<file path="src/rtl/monitor_bus_pkg.sv">
// rtl/monitor_bus_pkg.sv - shared FSM encoding, wait width and default monitor memory map
//
// Purpose: definitions used by monitor_bus_arb and monitor_bus_decode.
// Ports  : none (package).
package monitor_bus_pkg;

  typedef enum logic [1:0] {
    IDLE = 2'd0,
    WAIT = 2'd1,
    DONE = 2'd2
  } bus_state_t;

  // Per-slave wait-state field width (0..3 wait cycles).
  localparam int WAIT_W = 2;

  // Slave index width, enough for up to 16 regions.
  localparam int IDX_W = 4;

  localparam int MAP_SLAVES = 6;
  localparam int MAP_ADDR_W = 16;

  // Default monitor map, slave 0 in the low 16 bits:
  // 0 RAM, 1 CPU state, 2 history lo, 3 history hi, 4 ctrl, 5 ROM.
  localparam logic [MAP_SLAVES*MAP_ADDR_W-1:0] MAP_BASE = {
    16'hF800, 16'h9000, 16'h8010, 16'h8000, 16'h7000, 16'h0000
  };
  localparam logic [MAP_SLAVES*MAP_ADDR_W-1:0] MAP_MASK = {
    16'hF800, 16'hF000, 16'hF018, 16'hF010, 16'hF000, 16'hF800
  };

endpackage

</file>
<file path="src/rtl/monitor_bus_decode.sv">
// rtl/monitor_bus_decode.sv - combinational address-to-slave region decoder
//
// Purpose: compares an address against every region's base/mask pair and
//          reports the lowest-numbered matching region.
// Ports  : address   - CPU address to decode
//          hit_valid - some region matched
//          hit_index - binary index of the lowest matching region
module monitor_bus_decode
  import monitor_bus_pkg::*;
#(
  parameter int NUM_SLAVES = MAP_SLAVES,
  parameter int ADDR_W = MAP_ADDR_W,
  parameter logic [NUM_SLAVES*ADDR_W-1:0] SLAVE_BASE = MAP_BASE,
  parameter logic [NUM_SLAVES*ADDR_W-1:0] SLAVE_MASK = MAP_MASK
) (
  input  logic [ADDR_W-1:0] address,
  output logic              hit_valid,
  output logic [IDX_W-1:0]  hit_index
);

  // Scan from the top down so the lowest matching index is the last written.
  always_comb begin
    hit_valid = 1'b0;
    hit_index = '0;
    for (int i = NUM_SLAVES - 1; i >= 0; i--) begin
      if ((address & SLAVE_MASK[i*ADDR_W +: ADDR_W]) == SLAVE_BASE[i*ADDR_W +: ADDR_W]) begin
        hit_valid = 1'b1;
        hit_index = IDX_W'(i);
      end
    end
  end

endmodule

</file>
<file path="src/rtl/monitor_bus_arb.sv">
// rtl/monitor_bus_arb.sv - single-master monitor bus with region decode, wait states and error capture
//
// Purpose: accepts one CPU access at a time, strobes the decoded slave in the
//          accept cycle, inserts per-slave wait states and completes with a
//          one-cycle ready pulse. Unmapped accesses complete with bus_error and
//          are counted and logged.
// Ports  : clk, reset_n          - clock, synchronous active-low reset
//          cpu_req/address/write - access request (honoured only when !busy)
//          slave_rdata           - packed per-slave read data
//          slave_wr, slave_rd    - one-hot strobes, accept cycle only
//          read_data             - read result (live in DONE, held otherwise)
//          ready, busy           - completion pulse, access in flight
//          bus_error             - unmapped-access completion pulse
//          err_count             - saturating unmapped-access count
//          err_address           - address of the last unmapped access
module monitor_bus_arb
  import monitor_bus_pkg::*;
#(
  parameter int NUM_SLAVES = 6,
  parameter int ADDR_W = 16,
  parameter int DATA_W = 8,
  parameter logic [NUM_SLAVES*ADDR_W-1:0] SLAVE_BASE = MAP_BASE,
  parameter logic [NUM_SLAVES*ADDR_W-1:0] SLAVE_MASK = MAP_MASK,
  parameter logic [NUM_SLAVES*WAIT_W-1:0] SLAVE_WAIT = '0,
  parameter logic [DATA_W-1:0] UNMAPPED_DATA = '0
) (
  input  logic                         clk,
  input  logic                         reset_n,
  input  logic                         cpu_req,
  input  logic [ADDR_W-1:0]            cpu_address,
  input  logic                         cpu_write,
  input  logic [NUM_SLAVES*DATA_W-1:0] slave_rdata,
  output logic [NUM_SLAVES-1:0]        slave_wr,
  output logic [NUM_SLAVES-1:0]        slave_rd,
  output logic [DATA_W-1:0]            read_data,
  output logic                         ready,
  output logic                         busy,
  output logic                         bus_error,
  output logic [7:0]                   err_count,
  output logic [ADDR_W-1:0]            err_address
);

  bus_state_t        state;
  logic [IDX_W-1:0]  sel_idx;
  logic              sel_write;
  logic              sel_unmapped;
  logic [ADDR_W-1:0] sel_addr;
  logic [WAIT_W-1:0] wait_cnt;
  logic [DATA_W-1:0] rdata_q;

  logic              hit_valid;
  logic [IDX_W-1:0]  hit_index;
  logic [NUM_SLAVES-1:0] hit_onehot;
  logic [WAIT_W-1:0] hit_wait;
  logic [DATA_W-1:0] sel_rdata;
  logic [DATA_W-1:0] done_rdata;
  logic              accept;

  monitor_bus_decode #(
    .NUM_SLAVES (NUM_SLAVES),
    .ADDR_W     (ADDR_W),
    .SLAVE_BASE (SLAVE_BASE),
    .SLAVE_MASK (SLAVE_MASK)
  ) u_decode (
    .address   (cpu_address),
    .hit_valid (hit_valid),
    .hit_index (hit_index)
  );

  // Requests arriving while busy are simply dropped; reset also masks them.
  assign accept = reset_n && (state == IDLE) && cpu_req;

  // One-hot of the decoded slave and its wait-state count.
  always_comb begin
    hit_onehot = '0;
    hit_wait   = '0;
    for (int i = 0; i < NUM_SLAVES; i++) begin
      if (IDX_W'(i) == hit_index) begin
        hit_onehot[i] = hit_valid;
        hit_wait      = SLAVE_WAIT[i*WAIT_W +: WAIT_W];
      end
    end
  end

  // Read data of the slave latched at accept time.
  always_comb begin
    sel_rdata = '0;
    for (int i = 0; i < NUM_SLAVES; i++) begin
      if (IDX_W'(i) == sel_idx) begin
        sel_rdata = slave_rdata[i*DATA_W +: DATA_W];
      end
    end
  end

  assign done_rdata = sel_unmapped ? UNMAPPED_DATA : sel_rdata;

  assign slave_wr  = (accept && cpu_write)  ? hit_onehot : '0;
  assign slave_rd  = (accept && !cpu_write) ? hit_onehot : '0;
  assign busy      = reset_n && (state != IDLE);
  assign ready     = reset_n && (state == DONE);
  assign bus_error = ready && sel_unmapped;

  // In DONE a read shows the slave data in the same cycle; otherwise the last
  // registered result is held.
  assign read_data = (ready && !sel_write) ? done_rdata : rdata_q;

  always_ff @(posedge clk) begin
    if (!reset_n) begin
      state        <= IDLE;
      sel_idx      <= '0;
      sel_write    <= 1'b0;
      sel_unmapped <= 1'b0;
      sel_addr     <= '0;
      wait_cnt     <= '0;
      rdata_q      <= '0;
      err_count    <= '0;
      err_address  <= '0;
    end else begin
      case (state)
        IDLE: begin
          if (cpu_req) begin
            sel_idx      <= hit_index;
            sel_write    <= cpu_write;
            sel_unmapped <= !hit_valid;
            sel_addr     <= cpu_address;
            wait_cnt     <= hit_wait;
            if (hit_valid && (hit_wait != '0)) begin
              state <= WAIT;
            end else begin
              state <= DONE;
            end
          end
        end
        WAIT: begin
          // wait_cnt is non-zero on entry, so this leaves after exactly W cycles.
          if (wait_cnt == WAIT_W'(1)) begin
            state <= DONE;
          end else begin
            wait_cnt <= wait_cnt - 1'b1;
          end
        end
        DONE: begin
          if (!sel_write) begin
            rdata_q <= done_rdata;
          end
          if (sel_unmapped) begin
            err_address <= sel_addr;
            if (err_count != 8'hFF) begin
              err_count <= err_count + 8'd1;
            end
          end
          state <= IDLE;
        end
        default: state <= IDLE;
      endcase
    end
  end

endmodule

</file>
<file path="config.mk">
export PLATFORM = sky130hd
export DESIGN_NAME = monitor_bus_arb
export DESIGN_NICKNAME = d
export VERILOG_FILES = /design/src/rtl/monitor_bus_pkg.sv /design/src/rtl/monitor_bus_decode.sv /design/src/rtl/monitor_bus_arb.sv
export SDC_FILE = /design/constraint.sdc
export NUM_CORES = 1
export LEC_CHECK = 0
export BUFFER_PORTS_ARGS = -buffer_cell sky130_fd_sc_hd__buf_2
export CORE_ASPECT_RATIO = 0.8
export CORE_UTILIZATION = 51
export DETAILED_ROUTE_END_ITERATION = 16
export PLACE_DENSITY = 0.87
export SKIP_CTS_REPAIR_TIMING = 1
export SLEW_MARGIN = 20
export SYNTH_ARGS = -nofsm -noshare
export SYNTH_HDL_FRONTEND = slang
export SYNTH_SLANG_ARGS = --single-unit
</file>
<file path="constraint.sdc">
create_clock -name clk -period 3.2 [get_ports clk]
set_clock_uncertainty 0.2 [all_clocks]
set_input_delay 0.16 -clock clk [delete_from_list [all_inputs] [get_ports clk]]
set_output_delay 0.16 -clock clk [all_outputs]
set_load 0.05 [all_outputs]
</file>
==> results.cfg, run 1 <==
[layout]
antenna_cells = 0
fillers = 411
nets = 531
area_delta_synth_final_pct = 31.1
final_core_util_pct = 70.2
drive_above_1_share_pct = 30.0
final_cell_mix = 114 x buf_2, 103 x nand2_1, 54 x dfxtp_1, 37 x a21boi_0, 20 x nor2_1
layout_commonest_cell = buf_2

[timing]
tns_ns = 0
fin_crit_sh_pct = 81.9
setup_viol = 0
rsz0062_at_grt = no
slew_violations = 0
fmax_ghz = 0.381
max_slew_margin_pct = 32.6
finalHoldViolations = 0
layout_min_cycle_time_ns = 2.62
tightest_slew_ns = 1.00

[clock_tree]
clkSlewWorstSetupHoldPaths_ns = 0.10
cts_max_level = 2
cts_sinks = 54
insertion_delay_ns = 0.31
cts_buffers = 5
root_buffer = clkbuf_8
cts_tree = yes
clockBufferDepth = 2

[power]
power_density_nw_per_um2 = 384
switching_share_pct = 29.2
seqPwrFrac_pct = 52.5
p_leak_nw = 1.62
p_switching_mw = 0.398
p_int_mw = 0.966
combPwrFrac_pct = 17.8
ir_worst_vdd_mv = 0.354
pwr-share-clk_pct = 29.7

[routing]
vias = 2789
ant_nets = 0
totalWireLength_um = 7200
drt_iter0_markers = 157
drc = 0
routedWlPerCell_um = 13.7
dr.pass1.iters = 4
vias_per_cell = 5.31

[flow_run]
maxCapViolations = 0

[synthesis]
synth_cells = 342
yosysTopAreaCell = dfxtp_1
synthArstFlopShare_pct = 0
ys_top_cells_by_area = dfxtp_1 40%, nand2_1 14%, a21boi_0 10%
synth_nets = 411
synth_seq_cells = 54
synth.top_cell.area_share_pct = 39.9
synth_cell_types = 44
synth_area_per_cell_um2 = 7.93
syn_area_um2 = 2710
synth-main-ff-cell = dfxtp_1
yosys_warnings = 0
synth_edf_count = 0
ys_seq_area_share_pct = 39.9

[placed_design]
port_buffers = 114
hpwl_um = 5120
gp_congestion = 0.878

[critical_path]
start_kind = register
cp.arrival_ns = 2.26
cp-end-kind = output pin
crit_required_ns = 2.84
crit_fanout = 10
crit_type = reg -> out

[global_routing]
antenna_found_initial = 0
grt_pass1_vias = 2298
grt_max_degree = 51
grt_use_total_pct = 23.7
overflow = 0
grt_pass1_wl_um = 10600

[die]
core_region_area_um2 = 5060
fp.dieH_um = 67.2
die_x_um = 83.5
start_util_pct = 53.5
ios = 115
die_area_um2 = 5610
rows = 23

[outcome]
status = finished clean

[min_path]
hold_class = in -> reg
==> through the flow <==
stage / power, mW / hold WS [ns] / std cells / worst slack [ns] / cell area (µm²)
floorplan: 0.877 / 0.105 / 342 / 0.553 / 2710
global placement: 0.951 / 0.214 / 501 / 1.01 / 3300
detailed placement: 0.957 / 0.222 / 501 / 0.920 / 3300
CTS: 1.36 / -0.119 / 509 / 0.571 / 3400
global route: 1.44 / 0.0164 / 525 / 0.399 / 3560
finish: 1.36 / 0.00235 / 525 / 0.578 / 3560
==> per-layer routing <==
layer | wire (µm) | global-route usage (%) | vias up
li1 | - | - | 1400
met1 | 3240 | 34.1 | 1284
met2 | 3440 | 36.6 | 100
met3 | 476 | 4.65 | 5
met4 | 49 | 6.99 | 0
met5 | 0 | 0 | -
==> kinds of logic (layout without fill, tap and decap cells) <==
family,count (synthesis),after routing,synth area share (%)
buffers and inverters,27,148,4.20
flip-flops,54,54,39.9
AO/OA/AOI/OAI,77,77,19.4
multiplexers,14,14,7.94
AND/OR/NAND/NOR,167,167,27.5
XOR/XNOR,2,2,0.646
adder cells (fa/ha/maj),1,1,0.461
==> final cells by class <==
type,instances,area (µm²),share of cell area (%)
clock buffers,5,68.8,1.94
well taps,62,77.6,2.18
repair buffers,134,761,21.4
clock inverters,3,28.8,0.809
flip-flops and latches,54,1080,30.4
inverters,6,22.5,0.633
multi-input cells,261,1520,42.6
==> final timing paths <==
check | startpoint | end | slack [ns] | cells after the start
max | sel_idx[0]$_SDFFE_PN0P_ | read_data[4] | 0.58 | 5
min | cpu_address[15] | sel_addr[15]$_SDFFE_PN0P_ | 0.002 | 3
max reg2reg | state[1]$_SDFFE_PN0P_ | err_count[7]$_SDFFE_PN0P_ | 1.03 | 4
min reg2reg | rdata_q[5]$_SDFFE_PN0P_ | rdata_q[5]$_SDFFE_PN0P_ | 0.26 | 2
==> synth_stat cells (all sizes together) (6+ instances only) <==
library cell	count
a21boi	37
a21oi	7
buf	7
clkbuf	14
dfxtp	54
inv	6
mux2i	8
mux4	6
nand2	104
nor2	20
nor2b	7
o21ai	16
==> registers in the layout (all words and copies together), names as in the netlist <==
name,count
sel_addr,16
sel_write,1
err_count,8
err_address,16
state,1
sel_idx,3
sel_unmapped,1
rdata_q,8
==> power groups by stage <==
| stage | Combinational (mW) | Clock, mW | Sequential [mW] |
|---|---|---|---|
| 5_1_grt | 0.265 | 0.454 | 0.721 |
| 3_3_place_gp | 0.220 | 0 | 0.730 |
| 3_5_place_dp | 0.225 | 0 | 0.732 |
| 6_report | 0.242 | 0.405 | 0.717 |
| 2_1_floorplan | 0.149 | 0 | 0.728 |
| 4_1_cts | 0.226 | 0.414 | 0.717 |
==> critical path: stages, from the launching register on <==
cell	delay [ns]
dfxtp_1	0.66
mux4_2	0.56
nor2b_1	0.15
o21ai_0	0.28
nand2_1	0.09
buf_2	0.22
Power figures use the tool's default switching activity.
==> run 2, diff against run 1 <==
Settings changed: ABC_AREA from default to 1, CORE_UTILIZATION 51 to 43, PLACE_DENSITY 0.87 to 0.78.
Clock period 3.2 ns to 2.35 ns, I/O delays scaled along.
==> results.cfg, run 2 <==
[critical_path]
crit_path_end = read_data[5]
cp-end-kind = output pin
crit_path_start = state[1]$_SDFFE_PN0P_
r2r_start = err_count[0]$_SDFFE_PN0P_
start_kind = register
cp.arrival_ns = 1.85
crit_type = reg -> out
crit_required_ns = 2.03
r2r_end = err_count[6]$_SDFFE_PN0P_
crit_fanout = 8
reg2reg_setup_slack_ns = 0.66
reg2reg_depth = 8

[placed_design]
place_ws_ns = 0.474
port_buffers = 114
dp_cells = 609
gp_congestion = 0.866
hpwl_um = 5430

[global_routing]
antenna_found_initial = 0
grt_pass1_vias = 2529
grt_max_degree = 41
grt_pass1_wl_um = 11400
grt_use_total_pct = 21.7
overflow = 0

[synthesis]
yosys_warnings = 0
synth_cells = 421
synthTopCellsByCount = 108 x nand2_1, 96 x nor2_1, 54 x dfxtp_1
synth_seq_cells = 54
syn_area_um2 = 2650
synth.most_common_cell = nand2_1
ys_top_cells_by_area = dfxtp_1 41%, nand2_1 15%, nor2_1 14%
ys_seq_area_share_pct = 40.7
yosysTopAreaCell = dfxtp_1
synth.top_cell.area_share_pct = 40.7
synth-main-ff-cell = dfxtp_1
synth_edf_count = 0
synth_nets = 490
synth_cell_types = 27
synth_area_per_cell_um2 = 6.30
synthArstFlopShare_pct = 0

[power]
ir_worst_vdd_mv = 0.390
power_density_nw_per_um2 = 544
p_leak_nw = 1.88
total_power_mw = 1.95

[timing]
tns_ns = 0
layout_min_cycle_time_ns = 2.16
rsz0062_at_grt = no
max_slew_margin_pct = 66.5
tightest_slew_ns = 0.499
slew_violations = 0
finalHoldViolations = 4
fmax_ghz = 0.462
fin_hold_ws_ns = -0.0287
setup_viol = 0
fin_crit_sh_pct = 92.0
fin_ws_ns = 0.187

[layout]
top_regs = err_address: 16 flops, sel_addr: 16 flops
antenna_cells = 0
fin_cells = 635
drive_above_1_share_pct = 25.5
final_cell_mix = 114 x buf_2, 108 x nand2_1, 96 x nor2_1, 53 x dfxtp_1, 45 x o21ai_0
area_delta_synth_final_pct = 35.0
layout_commonest_cell = buf_2
nets = 622

[clock_tree]
insertion_delay_ns = 0.30
cts_sinks = 54
cts_tree = yes
root_buffer = clkbuf_8
clkSlewWorstSetupHoldPaths_ns = 0.10
cts_buffers = 5
clockBufferDepth = 2
cts_max_level = 2

[die]
fp.dieH_um = 72.3
die_area_um2 = 6490
die_x_um = 89.8
start_util_pct = 44.7
rows = 25
ios = 115
core_region_area_um2 = 5940

[routing]
vias_per_cell = 4.84
dr.pass1.iters = 4
ant_nets = 0
drt_iter0_markers = 172
drc = 0
totalWireLength_um = 7460
routedWlPerCell_um = 11.7
vias = 3072

[outcome]
violations = negative hold slack
status = finished, violations left

[min_path]
hold_class = in -> reg

[flow_run]
maxCapViolations = 0
==> run 2: area by class of cell <==
type | instances | area, µm²
clock buffers | 5 | 68.8
clock inverters | 3 | 25.0
fillers | 583 | 2360
inverters | 42 | 158
multi-input cells | 314 | 1370
flip-flops and latches | 54 | 1080
well taps | 81 | 101
repair buffers | 136 | 781
==> run 2: kinds of logic after synthesis <==
| kind of cell | count (synthesis) | synth area share [%] |
|---|---|---|
| adder cells (fa/ha/maj) | 1 | 0.471 |
| buffers and inverters | 53 | 7.78 |
| XOR/XNOR | 2 | 0.660 |
| AND/OR/NAND/NOR | 243 | 37.3 |
| flip-flops | 54 | 40.7 |
| AO/OA/AOI/OAI | 68 | 13.1 |
==> run 2: worst min-delay path by stage <==
stage	startpoint	to	slack, ns	cells after the start
floorplan	cpu_address[0]	sel_addr[0]$_SDFFE_PN0P_	0.05	2
global placement	cpu_address[5]	sel_addr[5]$_SDFFE_PN0P_	0.14	3
detailed placement	cpu_address[5]	sel_addr[5]$_SDFFE_PN0P_	0.14	3
CTS	cpu_address[5]	sel_addr[5]$_SDFFE_PN0P_	-0.18	3
global route	slave_rdata[20]	rdata_q[4]$_SDFFE_PN0P_	0.007	5
finish	slave_rdata[41]	rdata_q[1]$_SDFFE_PN0P_	-0.03	5
==> run 2: worst max-delay path, stage by stage, from the launching register on <==
cell and delay [ns]:
dfxtp_1 0.41, nand2_1 0.11, nor2_1 0.13, nand2_1 0.20, nor3_1 0.23, o21ai_1 0.12, nand2_1 0.08, buf_2 0.26
==> run 2: routing by layer <==
layer,routed length [µm],vias to the layer above,global-route usage (%)
met4,68,0,6.19
met3,375,6,3.77
met1,3380,1382,28.8
met2,3630,91,36.8
li1,-,1593,-
met5,0,-,0
==> run 2: per-stage QoR <==
| stage | hold WS [ns] | area, µm² | util, % |
|---|---|---|---|
| 2_1_floorplan | 0.0524 | 2650 | - |
| 3_3_place_gp | 0.142 | 3310 | 55.6 |
| 3_5_place_dp | 0.144 | 3310 | 55.6 |
| 4_1_cts | -0.185 | 3400 | 57.2 |
| 5_1_grt | 0.00733 | 3580 | 60.3 |
| 6_report | -0.0287 | 3580 | 60.3 |
==> run 2: report_power, final <==
part	switching, mW	leakage (nW)	internal, mW
Clock	0.313	0.0447	0.216
Combinational	0.277	1.39	0.151
Sequential	0.0285	0.442	0.963
Total	0.618	1.88	1.33
==> run 3, diff against run 2 <==
Settings changed: HOLD_SLACK_MARGIN from default to 0.05, SLEW_MARGIN 20 to default.
==> results.cfg, run 3 (same netlist as run 2, synthesis figures left out) <==
[routing]
ant_nets = 0
drc = 0
totalWireLength_um = 7690
dr.pass1.iters = 4
vias = 3123
drt_iter0_markers = 172
vias_per_cell = 4.85
routedWlPerCell_um = 11.9

[placed_design]
hpwl_um = 5430
dpl_cell_area_um2 = 3310
port_buffers = 114
gp_congestion = 0.866
dp_cells = 609

[clock_tree]
cts_tree = yes
insertion_delay_ns = 0.30
clkSlewWorstSetupHoldPaths_ns = 0.10
cts_sinks = 54
clockBufferDepth = 2
cts_max_level = 2
cts_buffers = 5
root_buffer = clkbuf_8

[critical_path]
worstPathCellList = nand2_1, nor2_1, nand2_1, nor3_1, o21ai_1, nand2_1, buf_2
crit_top_cell = nand2_1
slowest_delay_ns = 0.41
crit_family = simple AND/OR/NAND/NOR gates
crit_type = reg -> out
start_kind = register
cp-end-kind = output pin
cpMaxStageDelayCell = dfxtp_1
cp_num_buf_inv = 1
cp.arrival_ns = 1.84
crit_required_ns = 2.03
crit_fanout = 8

[layout]
area_delta_synth_final_pct = 38.4
antenna_cells = 0
nets = 631
drive_above_1_share_pct = 25.0
final_cell_mix = 114 x buf_2, 108 x nand2_1, 96 x nor2_1, 53 x dfxtp_1, 45 x o21ai_0
layout_commonest_cell = buf_2
fin_cells = 644
fin_area_um2 = 3670
fillers = 570
top_regs = err_address: 16 flops, sel_addr: 16 flops

[die]
die_area_um2 = 6490
core_region_area_um2 = 5940
start_util_pct = 44.7
ios = 115
die_x_um = 89.8
rows = 25
fp.dieH_um = 72.3

[power]
seqPwrFrac_pct = 50.5
power_density_nw_per_um2 = 535
ir_worst_vdd_mv = 0.391
p_switching_mw = 0.624
switching_share_pct = 31.8
total_power_mw = 1.96
p_leak_nw = 1.91
combPwrFrac_pct = 22.4
pwr-share-clk_pct = 27.0
p_int_mw = 1.34

[timing]
slew_violations = 0
max_slew_margin_pct = 66.3
fin_hold_ws_ns = 0.0134
finalHoldViolations = 0
tightest_slew_ns = 0.502
layout_min_cycle_time_ns = 2.16
tns_ns = 0
setup_viol = 0
fin_crit_sh_pct = 91.9
fmax_ghz = 0.463

[global_routing]
grt_use_total_pct = 21.7
grt_max_degree = 41
grt_pass1_wl_um = 11400
overflow = 0
antenna_found_initial = 0
grt_pass1_vias = 2529

[min_path]
hold_class = in -> reg

[outcome]
status = finished clean

[flow_run]
maxCapViolations = 0
==> run 3: layout make-up <==
class                      count  area (µm²)  area share [%]
inverter                      42         158            4.29
clock inverter                 3        25.0           0.681
multi-input combinational    314        1370            37.2
tap                           81         101            2.76
clock buffer                   5        68.8            1.87
sequential                    54        1080            29.5
timing repair buffer         145         871            23.7
==> run 3: path summary, 6_finish.rpt <==
| path | endpoint | startpoint | cells past startpoint | slack [ns] |
|---|---|---|---|---|
| max reg2reg | rdata_q[2]$_SDFFE_PN0P_ | sel_idx[1]$_SDFFE_PN0P_ | 7 | 0.26 |
| min | rdata_q[5]$_SDFFE_PN0P_ | slave_rdata[5] | 5 | 0.01 |
| min reg2reg | rdata_q[0]$_SDFFE_PN0P_ | rdata_q[0]$_SDFFE_PN0P_ | 2 | 0.26 |
| max | read_data[5] | state[1]$_SDFFE_PN0P_ | 7 | 0.19 |
==> run 3: worst reg2reg max path: stages (launching register included) <==
cell           delay [ns]
dfxtp_1              0.47
nand3_1              0.25
o21ai_0              0.24
inv_1                0.07
nand3_1              0.10
nand2_1              0.08
dlygate4sd3_1        0.57
nand2_1              0.07
==> run 3: through the flow <==
step                worst slack (ns)  utilization (%)
finish                         0.190             61.8
detailed placement             0.474             55.6
global route                 -0.0461             61.8
floorplan                      0.470                -
global placement               0.544             55.6
CTS                            0.131             57.2
==> run 3: power by group through the flow <==
stage | clock network [mW] | logic [mW] | registers (mW)
floorplan | 0 | 0.234 | 1.04
global placement | 0 | 0.395 | 1.01
detailed placement | 0 | 0.401 | 1.01
CTS | 0.549 | 0.402 | 0.991
global route | 0.582 | 0.488 | 0.998
finish | 0.531 | 0.440 | 0.992
==> run 3: per-layer routing <==
layer	GRT usage [%]	vias to the layer above	share of wire [%]	routed length [µm]
met2	36.8	92	49	3740
met1	28.8	1411	45	3490
met5	0	-	0	0
met3	3.77	6	4.9	379
met4	6.19	0	0.96	74
li1	-	1614	-	-
